## config.mk

```make
export PLATFORM = sky130hd
export DESIGN_NAME = alu_opb_stage
export DESIGN_NICKNAME = d
export VERILOG_FILES = /design/src/rtl/alu_opb_pkg.sv /design/src/rtl/alu_opb_stage_mux.sv /design/src/rtl/alu_opb_stage.sv
export SDC_FILE = /design/constraint.sdc
export NUM_CORES = 1
export LEC_CHECK = 0
export ABC_AREA = 1
export CAP_MARGIN = 20
export CORE_MARGIN = 5
export CORE_UTILIZATION = 41
export CTS_BUF_LIST = sky130_fd_sc_hd__clkbuf_4
export DETAILED_ROUTE_END_ITERATION = 6
export MAX_ROUTING_LAYER = met4
export PLACE_DENSITY = 0.85
export SKIP_LAST_GASP = 1
export SLEW_MARGIN = 30
export SYNTH_ARGS = -nofsm -noshare
export SYNTH_HDL_FRONTEND = slang
export SYNTH_SLANG_ARGS = --single-unit
```

## constraint.sdc

```tcl
create_clock -name clk -period 1.77 [get_ports clk]
set_input_delay 0.354 -clock clk [delete_from_list [all_inputs] [get_ports clk]]
set_output_delay 0.354 -clock clk [all_outputs]
set_load 0.005 [all_outputs]
```

## src/rtl/alu_opb_pkg.sv

```systemverilog
// Shared constants for the ALU operand-B select stage: source indices,
// default data width and the skid-buffer occupancy encoding.
package alu_opb_pkg;

  localparam int unsigned DEFAULT_WIDTH = 32;
  localparam int unsigned DEFAULT_NSRC  = 4;

  localparam int unsigned SRC_RS2     = 0;
  localparam int unsigned SRC_IMM     = 1;
  localparam int unsigned SRC_FWD_MEM = 2;
  localparam int unsigned SRC_FWD_WB  = 3;

  localparam logic [15:0] ERR_CNT_MAX = 16'hFFFF;

  typedef enum logic [1:0] {
    OCC_EMPTY = 2'd0,
    OCC_ONE   = 2'd1,
    OCC_FULL  = 2'd2
  } occ_e;

  function automatic int unsigned sel_width(input int unsigned n);
    return (n > 1) ? $clog2(n) : 1;
  endfunction

endpackage

```

## src/rtl/alu_opb_stage_mux.sv

```systemverilog
// Combinational N-way operand selector; flags indices with no source.
module opb_mux_n
  import alu_opb_pkg::*;
#(
  parameter int unsigned WIDTH = DEFAULT_WIDTH,
  parameter int unsigned NSRC  = DEFAULT_NSRC,
  localparam int unsigned SELW = sel_width(NSRC)
) (
  input  logic [SELW-1:0]       sel,
  input  logic [NSRC*WIDTH-1:0] src,
  output logic [WIDTH-1:0]      data,
  output logic                  err
);

  logic hit;

  always_comb begin
    data = '0;
    hit  = 1'b0;
    for (int unsigned i = 0; i < NSRC; i++) begin
      if (sel == SELW'(i)) begin
        data = src[i*WIDTH +: WIDTH];
        hit  = 1'b1;
      end
    end
    err = !hit;
  end

endmodule

```

## src/rtl/alu_opb_stage.sv

```systemverilog
// Operand-B select stage: muxes one of NSRC sources into a 2-entry skid
// buffer and counts accepted out-of-range selections.
module alu_opb_stage
  import alu_opb_pkg::*;
#(
  parameter int unsigned WIDTH = DEFAULT_WIDTH,
  parameter int unsigned NSRC  = DEFAULT_NSRC,
  localparam int unsigned SELW = sel_width(NSRC)
) (
  input  logic                  clk,
  input  logic                  rst_n,
  input  logic                  in_valid,
  output logic                  in_ready,
  input  logic [SELW-1:0]       in_sel,
  input  logic [NSRC*WIDTH-1:0] in_src,
  input  logic                  flush,
  output logic                  out_valid,
  input  logic                  out_ready,
  output logic [WIDTH-1:0]      out_data,
  output logic                  out_err,
  output logic [15:0]           err_cnt
);

  occ_e              count_q, count_d;
  logic [WIDTH-1:0]  head_data_q, head_data_d;
  logic              head_err_q, head_err_d;
  logic [WIDTH-1:0]  tail_data_q, tail_data_d;
  logic              tail_err_q, tail_err_d;
  logic [15:0]       err_cnt_q, err_cnt_d;

  logic [WIDTH-1:0]  mux_data;
  logic              mux_err;
  logic              push, pop;

  opb_mux_n #(
    .WIDTH (WIDTH),
    .NSRC  (NSRC)
  ) u_mux (
    .sel  (in_sel),
    .src  (in_src),
    .data (mux_data),
    .err  (mux_err)
  );

  assign in_ready  = (count_q != OCC_FULL);
  assign out_valid = (count_q != OCC_EMPTY);
  assign out_data  = head_data_q;
  assign out_err   = head_err_q;
  assign err_cnt   = err_cnt_q;

  assign push = in_valid && in_ready && !flush;
  assign pop  = out_valid && out_ready && !flush;

  always_comb begin
    count_d     = count_q;
    head_data_d = head_data_q;
    head_err_d  = head_err_q;
    tail_data_d = tail_data_q;
    tail_err_d  = tail_err_q;
    err_cnt_d   = err_cnt_q;

    if (flush) begin
      count_d     = OCC_EMPTY;
      head_data_d = '0;
      head_err_d  = 1'b0;
    end else begin
      case (count_q)
        OCC_EMPTY: begin
          if (push) begin
            head_data_d = mux_data;
            head_err_d  = mux_err;
            count_d     = OCC_ONE;
          end
        end
        OCC_ONE: begin
          // Simultaneous push and pop replaces the head in place.
          if (push) begin
            if (pop) begin
              head_data_d = mux_data;
              head_err_d  = mux_err;
            end else begin
              tail_data_d = mux_data;
              tail_err_d  = mux_err;
              count_d     = OCC_FULL;
            end
          end else if (pop) begin
            count_d = OCC_EMPTY;
          end
        end
        OCC_FULL: begin
          if (pop) begin
            head_data_d = tail_data_q;
            head_err_d  = tail_err_q;
            count_d     = OCC_ONE;
          end
        end
        default: count_d = OCC_EMPTY;
      endcase
    end

    if (push && mux_err && (err_cnt_q != ERR_CNT_MAX)) begin
      err_cnt_d = err_cnt_q + 16'd1;
    end
  end

  always_ff @(posedge clk or negedge rst_n) begin
    if (!rst_n) begin
      count_q     <= OCC_EMPTY;
      head_data_q <= '0;
      head_err_q  <= 1'b0;
      tail_data_q <= '0;
      tail_err_q  <= 1'b0;
      err_cnt_q   <= '0;
    end else begin
      count_q     <= count_d;
      head_data_q <= head_data_d;
      head_err_q  <= head_err_d;
      tail_data_q <= tail_data_d;
      tail_err_q  <= tail_err_d;
      err_cnt_q   <= err_cnt_d;
    end
  end

endmodule

```

==> results.txt, run 1 <==
----------------------------------------------------
[Outcome]
  Outcome ... finished, final reports clean

[Clocking]
  Max H-tree Level ... 3
  Clock network latency to the later pin of the worst-skew pair ... 440 ps
  Clock input transition at the sequential cells of the worst setup and hold paths ... 160 ps
  Number of buffers on the longest clock path ... 2
  Root Buffer Master ... clkbuf_4
  Num CTS Buffers ... 9
  Clock tree sinks ... 84
  TritonCTS clock tree ... done

[Yosys]
  Seq cells post-synth ... 84
  Post-synthesis cell type count ... 23
  YS warnings ... 0
  Gate Count Post-Synth ... 676
  Summed instance area of the synthesized netlist ... 0.00480 sq mm
  Sequential element share of the synthesized area ... 0.438
  Synthesized Nets ... 815
  Per-instance average area after synthesis ... 7.10 sq um

[STA]
  Share of the cycle needed by the critical path after routing ... 0.986
  Setup repair after global routing missed its margin ... yes
  Highest attainable clock frequency ... 0.573 GHz
  Final Hold Violating Endpoints ... 0
  Fin Clk Skew ... 16.5 ps
  Slack of the critical path ... 24.1 ps
  Final min period ... 1750 ps
  Post-route worst hold slack ... 296 ps
  Max transition margin ... 0.739
  Final max-slew violation count ... 0
  Count of endpoints failing setup in the final report ... 0
  Slew at the pin with the worst max-slew slack ... 391 ps

[Floorplan]
  Die Span Y ... 118 microns
  Core Rows ... 39
  Starting utilization of the core area ... 0.419
  Horizontal die dimension ... 118 microns
  I/O pin total ... 186
  Die Footprint ... 0.0140 sq mm
  Placeable core region ... 0.0115 sq mm

[Drt]
  Remaining number of nets flagged by the antenna check after routing ... 0
  Routed length per placed instance ... 15.2 microns
  Drc violations ... 0
  Detailed Routing Iterations Pass 1 ... 5
  Drt initial violations ... 247
  Number of vias in the routed layout ... 5024
  Via-to-Cell Ratio ... 4.90
  Routed Wire Length ... 15600 microns

[Cells and area]
  Most common cell after layout, fill and taps aside ... nand2_1
  Layout overhead on the synthesized area ... 55.2%
  Share of final-layout standard cells stronger than drive strength 1 ... 0.154
  Diodes inserted ... 0
  Cell area after layout ... 0.00745 sq mm
  Share of the core filled with cells in the final layout ... 0.650
  Number of nets in the finished design ... 1016
  Most frequent cells in the layout ... nand2_1, clkdlybuf4s50_1, dfrtp_1
  Filler instances ... 968

[Worst setup path]
  Worst r2r src ... count_q[1]$_DFFE_PN0P_
  Category of the worst setup path launch point ... register
  Worst setup path startpoint ... count_q[1]$_DFFE_PN0P_
  Arrival time at the worst endpoint ... 2080 ps
  Crit-path max FO ... 6
  Nature of the critical path endpoint ... register
  Startpoint-to-endpoint class of the critical path ... reg -> reg
  Data required time of the critical path ... 2110 ps

[Placement]
  Placer's final routability congestion estimate ... 0.824
  Number of buffers added on ports ... 185
  HPWL Detailed ... 10600 microns
  Worst-case setup slack after placement ... -133 ps
  Placed instance area ... 0.00693 sq mm

[Power]
  Cell Pwr Density ... 1130 mW/mm^2
  Leakage power ... 3.68 nW
  Switching power ... 3.03 mW
  Worst ir drop on vdd ... 0.760 mV
  Clk network pwr share ... 0.155
  Power share of the sequential group ... 0.364
  Switching fraction of total power ... 0.362
  Tot Pwr ... 8.39 mW
  Combinational Power Share ... 0.481
  Internal power ... 5.36 mW

[Min path]
  Class of the worst hold path ... in -> async

[GRT]
  Total routing resource utilization after global routing ... 0.212
  Total grt overflow ... 0
  Antenna violations before repair ... 0
  Pin count of the biggest net entering global routing ... 68
  Number of global-route vias before repair ... 4860
  Global-route wire length before repair ... 23600 microns

[Run]
  Count of maximum capacitance violations ... 0

----------------------------------------------------
[path summary, 6_finish.rpt]
check                                                   end  slack, ps  cells after the start
worst max-delay path               out_data[14]$_DFFE_PN0P_         20                      9
worst min-delay path            tail_data_q[12]$_DFFE_PN0P_        300                      2
worst max register to register     out_data[14]$_DFFE_PN0P_         20                      9
worst min register to register      err_cnt[15]$_DFFE_PN0P_        390                      0
max in group asynchronous          out_data[31]$_DFFE_PN0P_        800                      3
min in group clk                    err_cnt[15]$_DFFE_PN0P_        390                      0
[per-layer routing]
layer,wire (microns),vias to the layer above,GRT usage
met1,6750,2310,0.268
met3,987,26,0.0377
met4,359,0,0.0760
met5,0,-,-
met2,7460,185,0.342
li1,-,2503,-
[power groups by stage]
stage	combinational (mW)	sequential, mW	clock [mW]
2_1_floorplan	1.89	3.07	0
3_3_place_gp	3.35	3.09	0
3_5_place_dp	3.45	3.10	0
4_1_cts	3.69	3.07	1.34
5_1_grt	4.41	3.15	1.40
6_report	4.03	3.06	1.30
[synthesized netlist by cell type]
library cell  number  share of area
nand2_1          278           0.22
dfrtp_1           84           0.44
nand3_1           69          0.072
nor2_1            36          0.028
inv_1             35          0.027
nand2_2           32          0.042
clkbuf_1          29          0.023
o21ai_0           21          0.022
a21oi_1           18          0.019
buf_2             15          0.016
a31oi_1           14          0.018
or2_1             11          0.014
or2_2              8          0.010
nand3_2            5          0.010
ha_1               4          0.010
buf_1              3         0.0023
buf_12             3          0.013
buf_4              3         0.0047
inv_2              3         0.0023
buf_6              2         0.0047
clkinv_4           1         0.0018
nor2_2             1         0.0013
nor3_4             1         0.0034
[final cells by class]
class                           instances  area, sq um  share of cell area
Clock buffer                            9         67.6             0.00907
Clock inverter                          7         98.8              0.0133
Inverter                               39          151              0.0203
Multi-Input combinational cell        498         2290               0.307
Sequential cell                        84         2100               0.282
Tap cell                              143          179              0.0240
Timing Repair Buffer                  245         2560               0.344
[registers in the layout, summed over array words and instances (netlist names)]
| name | count |
|---|---|
| tail_data_q | 32 |
| err_cnt | 16 |
| out_data | 32 |
| count_q | 2 |
| out_err | 1 |
| tail_err_q | 1 |
[repair_timing]
item | 4_1_cts | 5_1_grt
hold endpoints to repair | 17 | 0
cloned | 1 | 7
pin swaps | 2 | 3
hold buffers | 1 | 0
setup endpoints to repair | 26 | 65
setup buffers | 6 | 7
resized for setup | 15 | 11
[kinds of logic after synthesis]
kind of cell / Yosys count / synth area share
AO/OA/AOI/OAI: 53 / 0.0589
adder cells (fa/ha/maj): 4 / 0.0104
buffers and inverters: 94 / 0.0941
flip-flops: 84 / 0.438
AND/OR/NAND/NOR: 441 / 0.399
[critical path: stages, from the launching register on]
cell,delay (ps)
dfrtp_1,440
buf_6,140
ha_4,160
buf_4,150
nand3_2,90
nand2_4,60
or2_4,310
clkbuf_16,190
nand2_2,50
nand2_1,50
[metrics by stage]
| stage | setup TNS (ps) | instances |
|---|---|---|
| 2_1_floorplan | 0 | 676 |
| 3_3_place_gp | -3280 | 987 |
| 3_5_place_dp | -4450 | 987 |
| 4_1_cts | 0 | 1011 |
| 5_1_grt | -1980 | 1025 |
| 6_report | 0 | 1025 |
(Power assumes the default switching activity.)
==> inputs of run 2 (changes only) <==
--- a/config.mk
+++ b/config.mk
@@ -8,11 +8,11 @@
 export ABC_AREA = 1
 export CAP_MARGIN = 20
 export CORE_MARGIN = 5
-export CORE_UTILIZATION = 41
+export CORE_UTILIZATION = 46
 export CTS_BUF_LIST = sky130_fd_sc_hd__clkbuf_4
 export DETAILED_ROUTE_END_ITERATION = 6
 export MAX_ROUTING_LAYER = met4
-export PLACE_DENSITY = 0.85
+export PLACE_DENSITY = 0.9
 export SKIP_LAST_GASP = 1
 export SLEW_MARGIN = 30
 export SYNTH_ARGS = -nofsm -noshare
==> constraint.sdc (replaced) <==
create_clock -name clk -period 1.73 [get_ports clk]
set_input_delay 0.346 -clock clk [delete_from_list [all_inputs] [get_ports clk]]
set_output_delay 0.346 -clock clk [all_outputs]
set_load 0.005 [all_outputs]
==> run 2 against run 1 <==
Against the previous run: the flow now finishes with violations (setup timing); power rose by 4.1%; combinational power increased by 10%; clock-buffer cell count unchanged; die area shrank 10%; core utilization grew 8.7 points; hold slack improved by 58 ps; sequential share of layout area shrank 0.34 points; critical path depth increased by 3; first-iteration DRC count up 21%; critical path type unchanged; largest power group unchanged.
==> results.txt, run 2 (synthesis gave the netlist of run 1 again) <==
----------------------------------------------------
[Clocking]
  TritonCTS clock tree ... done
  Clock network latency to the later pin of the worst-skew pair ... 440 ps
  Clock tree sinks ... 84
  Number of buffers on the longest clock path ... 2
  Root Buffer Master ... clkbuf_4
  Num CTS Buffers ... 9
  Clock input transition at the sequential cells of the worst setup and hold paths ... 140 ps
  Max H-tree Level ... 3

[Power]
  Leakage power ... 4.02 nW
  Tot Pwr ... 8.74 mW
  Cell Pwr Density ... 1160 mW/mm^2
  Worst ir drop on vdd ... 0.626 mV

[GRT]
  Total routing resource utilization after global routing ... 0.234
  Number of global-route vias before repair ... 4862
  Total grt overflow ... 0
  Antenna violations before repair ... 0
  Pin count of the biggest net entering global routing ... 49
  Global-route wire length before repair ... 23400 microns

[Drt]
  Number of vias in the routed layout ... 5131
  Length of routed met2 wiring ... 8000 microns
  Top layer used by detailed routing ... met4
  Metal3 WL ... 1030 microns
  Drc violations ... 0
  Via-to-Cell Ratio ... 5.01
  Routed Wire Length ... 15600 microns
  Remaining number of nets flagged by the antenna check after routing ... 0
  Detailed Routing Iterations Pass 1 ... 5
  Drt initial violations ... 298
  Routed length per placed instance ... 15.2 microns
  Detailed-routing wirelength on met1 ... 6230 microns

[STA]
  Fin Clk Skew ... 15.1 ps
  Setup TNS after final layout ... -1090 ps
  Slack of the critical path ... -57.4 ps
  Highest attainable clock frequency ... 0.559 GHz
  Share of the cycle needed by the critical path after routing ... 1.03
  Setup repair after global routing missed its margin ... yes
  Count of endpoints failing setup in the final report ... 32
  Slew at the pin with the worst max-slew slack ... 373 ps
  Final Hold Violating Endpoints ... 0
  Final min period ... 1790 ps
  Max transition margin ... 0.751
  Final max-slew violation count ... 0

[Placement]
  Worst-case setup slack after placement ... -181 ps
  Placer's final routability congestion estimate ... 0.880
  HPWL Detailed ... 10500 microns
  Number of buffers added on ports ... 185
  Placed instance area ... 0.00689 sq mm

[Floorplan]
  Placeable core region ... 0.0102 sq mm
  Starting utilization of the core area ... 0.469
  Horizontal die dimension ... 112 microns
  Core Rows ... 37
  Die Footprint ... 0.0126 sq mm
  Die Span Y ... 112 microns
  I/O pin total ... 186

[Cells and area]
  Most frequent cells in the layout ... nand2_1, clkdlybuf4s50_1, dfrtp_1
  Number of nets in the finished design ... 1022
  Layout overhead on the synthesized area ... 57.1%
  Share of final-layout standard cells stronger than drive strength 1 ... 0.175
  Most common cell after layout, fill and taps aside ... nand2_1
  Cell area after layout ... 0.00754 sq mm

[Worst setup path]
  Startpoint-to-endpoint class of the critical path ... reg -> reg
  Crit-path max FO ... 15
  Data required time of the critical path ... 2100 ps
  Nature of the critical path endpoint ... register
  Arrival time at the worst endpoint ... 2160 ps
  Category of the worst setup path launch point ... register

[Outcome]
  Outcome ... finished with violations
  Violated checks ... setup timing

[Min path]
  Class of the worst hold path ... in -> async

[Run]
  Count of maximum capacitance violations ... 0

----------------------------------------------------
-- run 2: changes by cell type in the layout (fill, tap and decap cells not counted), moves of 4 or more --
cell and change:
clkdlybuf4s50_1 -19, dlymetal6s2s_1 +17, nand2_1 -12, buf_4 +9, nand2_2 +6, nand2_4 +6, buf_6 -4
-- run 2: area by class of cell --
type	instances	area (sq um)
Clock inverter	7	73.8
Fill cell	794	2690
Multi-Input combinational cell	498	2350
Inverter	39	151
Timing Repair Buffer	251	2630
Tap cell	136	170
Clock buffer	9	67.6
Antenna cell	1	2.50
Sequential cell	84	2100
-- run 2: through the flow --
step           std cells   util  hold slack, ps
2_1_floorplan        676      -            50.4
3_5_place_dp         977  0.673             289
5_1_grt             1024  0.737             363
6_report            1025  0.737             353
3_3_place_gp         977  0.673             288
4_1_cts             1006  0.700             344
-- run 2: final timing paths --
check / startpoint / depth (start not counted) / end / slack (ps)
max: count_q[1]$_DFFE_PN0P_ / 12 / out_data[0]$_DFFE_PN0P_ / -60
min in group clk: err_cnt[7]$_DFFE_PN0P_ / 0 / err_cnt[7]$_DFFE_PN0P_ / 390
max reg2reg: count_q[1]$_DFFE_PN0P_ / 12 / out_data[0]$_DFFE_PN0P_ / -60
max in group asynchronous: rst_n / 3 / out_data[23]$_DFFE_PN0P_ / 810
min: rst_n / 2 / out_data[5]$_DFFE_PN0P_ / 350
min reg2reg: err_cnt[7]$_DFFE_PN0P_ / 0 / err_cnt[7]$_DFFE_PN0P_ / 390
-- run 2: per-layer routing --
layer | vias to the layer above | GRT usage
met1 | 2382 | 0.284
met3 | 29 | 0.0394
met4 | 0 | 0.0801
met2 | 204 | 0.396
li1 | 2516 | -
met5 | - | -
-- run 2: worst max-delay path: stages, from the launching register on --
cell      delay [ps]
dfrtp_1          410
buf_4            150
ha_4             170
clkinv_4          60
nand2_4           50
nand3_2           70
nand3_2           90
buf_6            130
nor3_4           160
buf_12           160
buf_12           140
nand2_1           50
nand2_1           60
-- run 2: power breakdown --
part / total, mW / switching, mW / internal, mW
clock: 1.18 / 0.733 / 0.448
combinational: 4.45 / 2.06 / 2.39
sequential: 3.11 / 0.422 / 2.69
total: 8.74 / 3.22 / 5.52
-- run 2: what timing repair did --
item | 4_1_cts | 5_1_grt
pin swaps | 3 | 7
hold endpoints to repair | 25 | 0
gates resized for setup | 18 | 45
buffers inserted | 11 | 13
hold buffers | 1 | 0
gates cloned | 1 | 5
setup endpoints to repair | 76 | 95
==> inputs of run 3 (changes only) <==
--- a/config.mk
+++ b/config.mk
@@ -18,3 +18,4 @@
 export SYNTH_ARGS = -nofsm -noshare
 export SYNTH_HDL_FRONTEND = slang
 export SYNTH_SLANG_ARGS = --single-unit
+export TNS_END_PERCENT = 1
==> run 3 against run 2 <==
Against the previous run: hold slack worse by 7.1 ps; core utilization shrank 4.2 points; final cell count decreased by 2.5%; setup slack improved by 21 ps; clock-buffer cell count did not move; global-route usage decreased by 0.14 points; maximum frequency increased by 1.2%; largest cell class is now multi-input combinational cells; the flow still finishes with violations (setup timing); design area is 5.7% lower; via count down 4.2%; die area is the same.
==> results.txt, run 3 (synthesis gave the netlist of run 1 again) <==
----------------------------------------------------
[STA]
  Fin Clk Skew ... 15.9 ps
  Post-route worst hold slack ... 346 ps
  Setup repair after global routing missed its margin ... yes
  Final Hold Violating Endpoints ... 0
  Highest attainable clock frequency ... 0.566 GHz
  Slack of the critical path ... -36.9 ps
  Final max-slew violation count ... 0
  Max transition margin ... 0.761
  Final min period ... 1770 ps
  Slew at the pin with the worst max-slew slack ... 359 ps
  Count of endpoints failing setup in the final report ... 31
  Setup TNS after final layout ... -460 ps
  Share of the cycle needed by the critical path after routing ... 1.02

[Worst setup path]
  Crit-path max FO ... 18
  Crit-path slowest cell ... dfrtp_1
  Category of the worst setup path launch point ... register
  Register-to-register setup slack ... -40 ps
  Arrival time at the worst endpoint ... 2140 ps
  Startpoint-to-endpoint class of the critical path ... reg -> reg
  Worst Reg-to-Reg Cells ... 12
  Slowest cell delay on critical path ... 390 ps
  Data required time of the critical path ... 2110 ps
  Buffers and inverters on the worst path ... 5
  Crit path cell chain ... inv_2, buf_4, ha_4, clkinv_4, nand2_2, nand3_2, nand3_2, buf_4, nor3_4, buf_12, nand2_1, nand2_1
  Family of cells with the greatest summed delay on the critical path ... buffers and inverters
  Nature of the critical path endpoint ... register
  Worst r2r src ... count_q[0]$_DFFE_PN0P_
  Worst flop-to-flop path endpoint ... out_data[25]$_DFFE_PN0P_

[Floorplan]
  I/O pin total ... 186
  Die Footprint ... 0.0126 sq mm
  Starting utilization of the core area ... 0.469
  Core Rows ... 37
  Die Span Y ... 112 microns
  Horizontal die dimension ... 112 microns
  Placeable core region ... 0.0102 sq mm

[Cells and area]
  Cell area after layout ... 0.00711 sq mm
  Number of nets in the finished design ... 996
  Most frequent cells in the layout ... nand2_1, clkdlybuf4s50_1, dfrtp_1
  Filler instances ... 869
  Layout overhead on the synthesized area ... 48.1%
  Share of final-layout standard cells stronger than drive strength 1 ... 0.133
  Most common cell after layout, fill and taps aside ... nand2_1
  Final Instance Count excl. Fillers ... 999

[GRT]
  Antenna violations before repair ... 0
  Global-route wire length before repair ... 23200 microns
  Number of global-route vias before repair ... 4816
  Total routing resource utilization after global routing ... 0.233
  Total grt overflow ... 0
  Pin count of the biggest net entering global routing ... 49

[Drt]
  Routed Wire Length ... 14300 microns
  Drc violations ... 0
  Detailed Routing Iterations Pass 1 ... 5
  Routed length per placed instance ... 14.3 microns
  Number of vias in the routed layout ... 4918
  Via-to-Cell Ratio ... 4.92
  Remaining number of nets flagged by the antenna check after routing ... 0
  Drt initial violations ... 288

[Placement]
  Placer's final routability congestion estimate ... 0.880
  HPWL Detailed ... 10500 microns
  Placed cells ... 977
  Number of buffers added on ports ... 185
  Placed instance area ... 0.00689 sq mm
  Worst-case setup slack after placement ... -181 ps

[Min path]
  Class of the worst hold path ... in -> async

[Clocking]
  Num CTS Buffers ... 9
  Clock input transition at the sequential cells of the worst setup and hold paths ... 140 ps
  TritonCTS clock tree ... done
  Max H-tree Level ... 3
  Root Buffer Master ... clkbuf_4
  Clock tree sinks ... 84
  Number of buffers on the longest clock path ... 2
  Clock network latency to the later pin of the worst-skew pair ... 430 ps

[Outcome]
  Outcome ... finished with violations
  Violated checks ... setup timing

[Power]
  Leakage power ... 3.48 nW
  Cell Pwr Density ... 1130 mW/mm^2
  Worst ir drop on vdd ... 0.600 mV

[Run]
  Count of maximum capacitance violations ... 0

----------------------------------------------------
[run 3: cell types whose count changed in the layout (fill, tap and decap cells not counted), sizes merged]
| cell | previous run | this run |
|---|---|---|
| buf | 64 | 42 |
| clkbuf | 14 | 9 |
| clkdlybuf4s15 | 0 | 1 |
| clkdlybuf4s50 | 160 | 181 |
| dlygate4sd2 | 2 | 0 |
| dlymetal6s2s | 19 | 0 |
[run 3: final cells by class]
| cell class | instances | area [sq um] | share of cell area |
|---|---|---|---|
| repair buffers | 225 | 2260 | 0.318 |
| diodes | 1 | 2.50 | 0.000352 |
| flip-flops and latches | 84 | 2100 | 0.296 |
| well taps | 136 | 170 | 0.0239 |
| multi-input cells | 498 | 2280 | 0.321 |
| inverters | 39 | 151 | 0.0213 |
| clock inverters | 7 | 73.8 | 0.0104 |
| clock buffers | 9 | 67.6 | 0.00950 |
[run 3: stage by stage]
stage                     power (mW)  utilization
after floorplan                 5.08            -
after global placement          6.62        0.673
after detailed placement        6.72        0.673
after CTS                       8.11        0.695
after global routing            8.65        0.695
final                           8.05        0.695
[run 3: worst max-delay path by stage]
| stage | startpoint | to | slack, ps | cells past startpoint |
|---|---|---|---|---|
| 2_1_floorplan | count_q[0]$_DFFE_PN0P_ | out_data[14]$_DFFE_PN0P_ | 4 | 12 |
| 3_3_place_gp | in_valid | out_data[23]$_DFFE_PN0P_ | -130 | 8 |
| 3_5_place_dp | flush | out_data[31]$_DFFE_PN0P_ | -180 | 8 |
| 4_1_cts | count_q[0]$_DFFE_PN0P_ | out_data[25]$_DFFE_PN0P_ | -50 | 12 |
| 5_1_grt | count_q[0]$_DFFE_PN0P_ | out_data[25]$_DFFE_PN0P_ | -170 | 12 |
| 6_report | count_q[0]$_DFFE_PN0P_ | out_data[25]$_DFFE_PN0P_ | -40 | 12 |
[run 3: what timing repair did]
action / in CTS / in global routing
hold endpoints to repair: 25 / 0
cloned: 1 / 0
hold buffers: 1 / 0
setup endpoints to repair: 76 / 100
setup buffers: 3 / 0
resized for setup: 14 / 0
pin swaps: 3 / 0
[run 3: per-layer routing]
metal	vias up	global-route usage	wire length, microns
met1	2253	0.282	5940
met5	-	-	0
met2	174	0.393	7140
met3	27	0.0388	906
met4	0	0.0801	294
li1	2464	-	-
[run 3: where the power goes]
group | internal (mW) | total (mW) | switching, mW
combinational | 1.95 | 3.74 | 1.79
sequential | 2.69 | 3.13 | 0.443
clock | 0.448 | 1.17 | 0.726
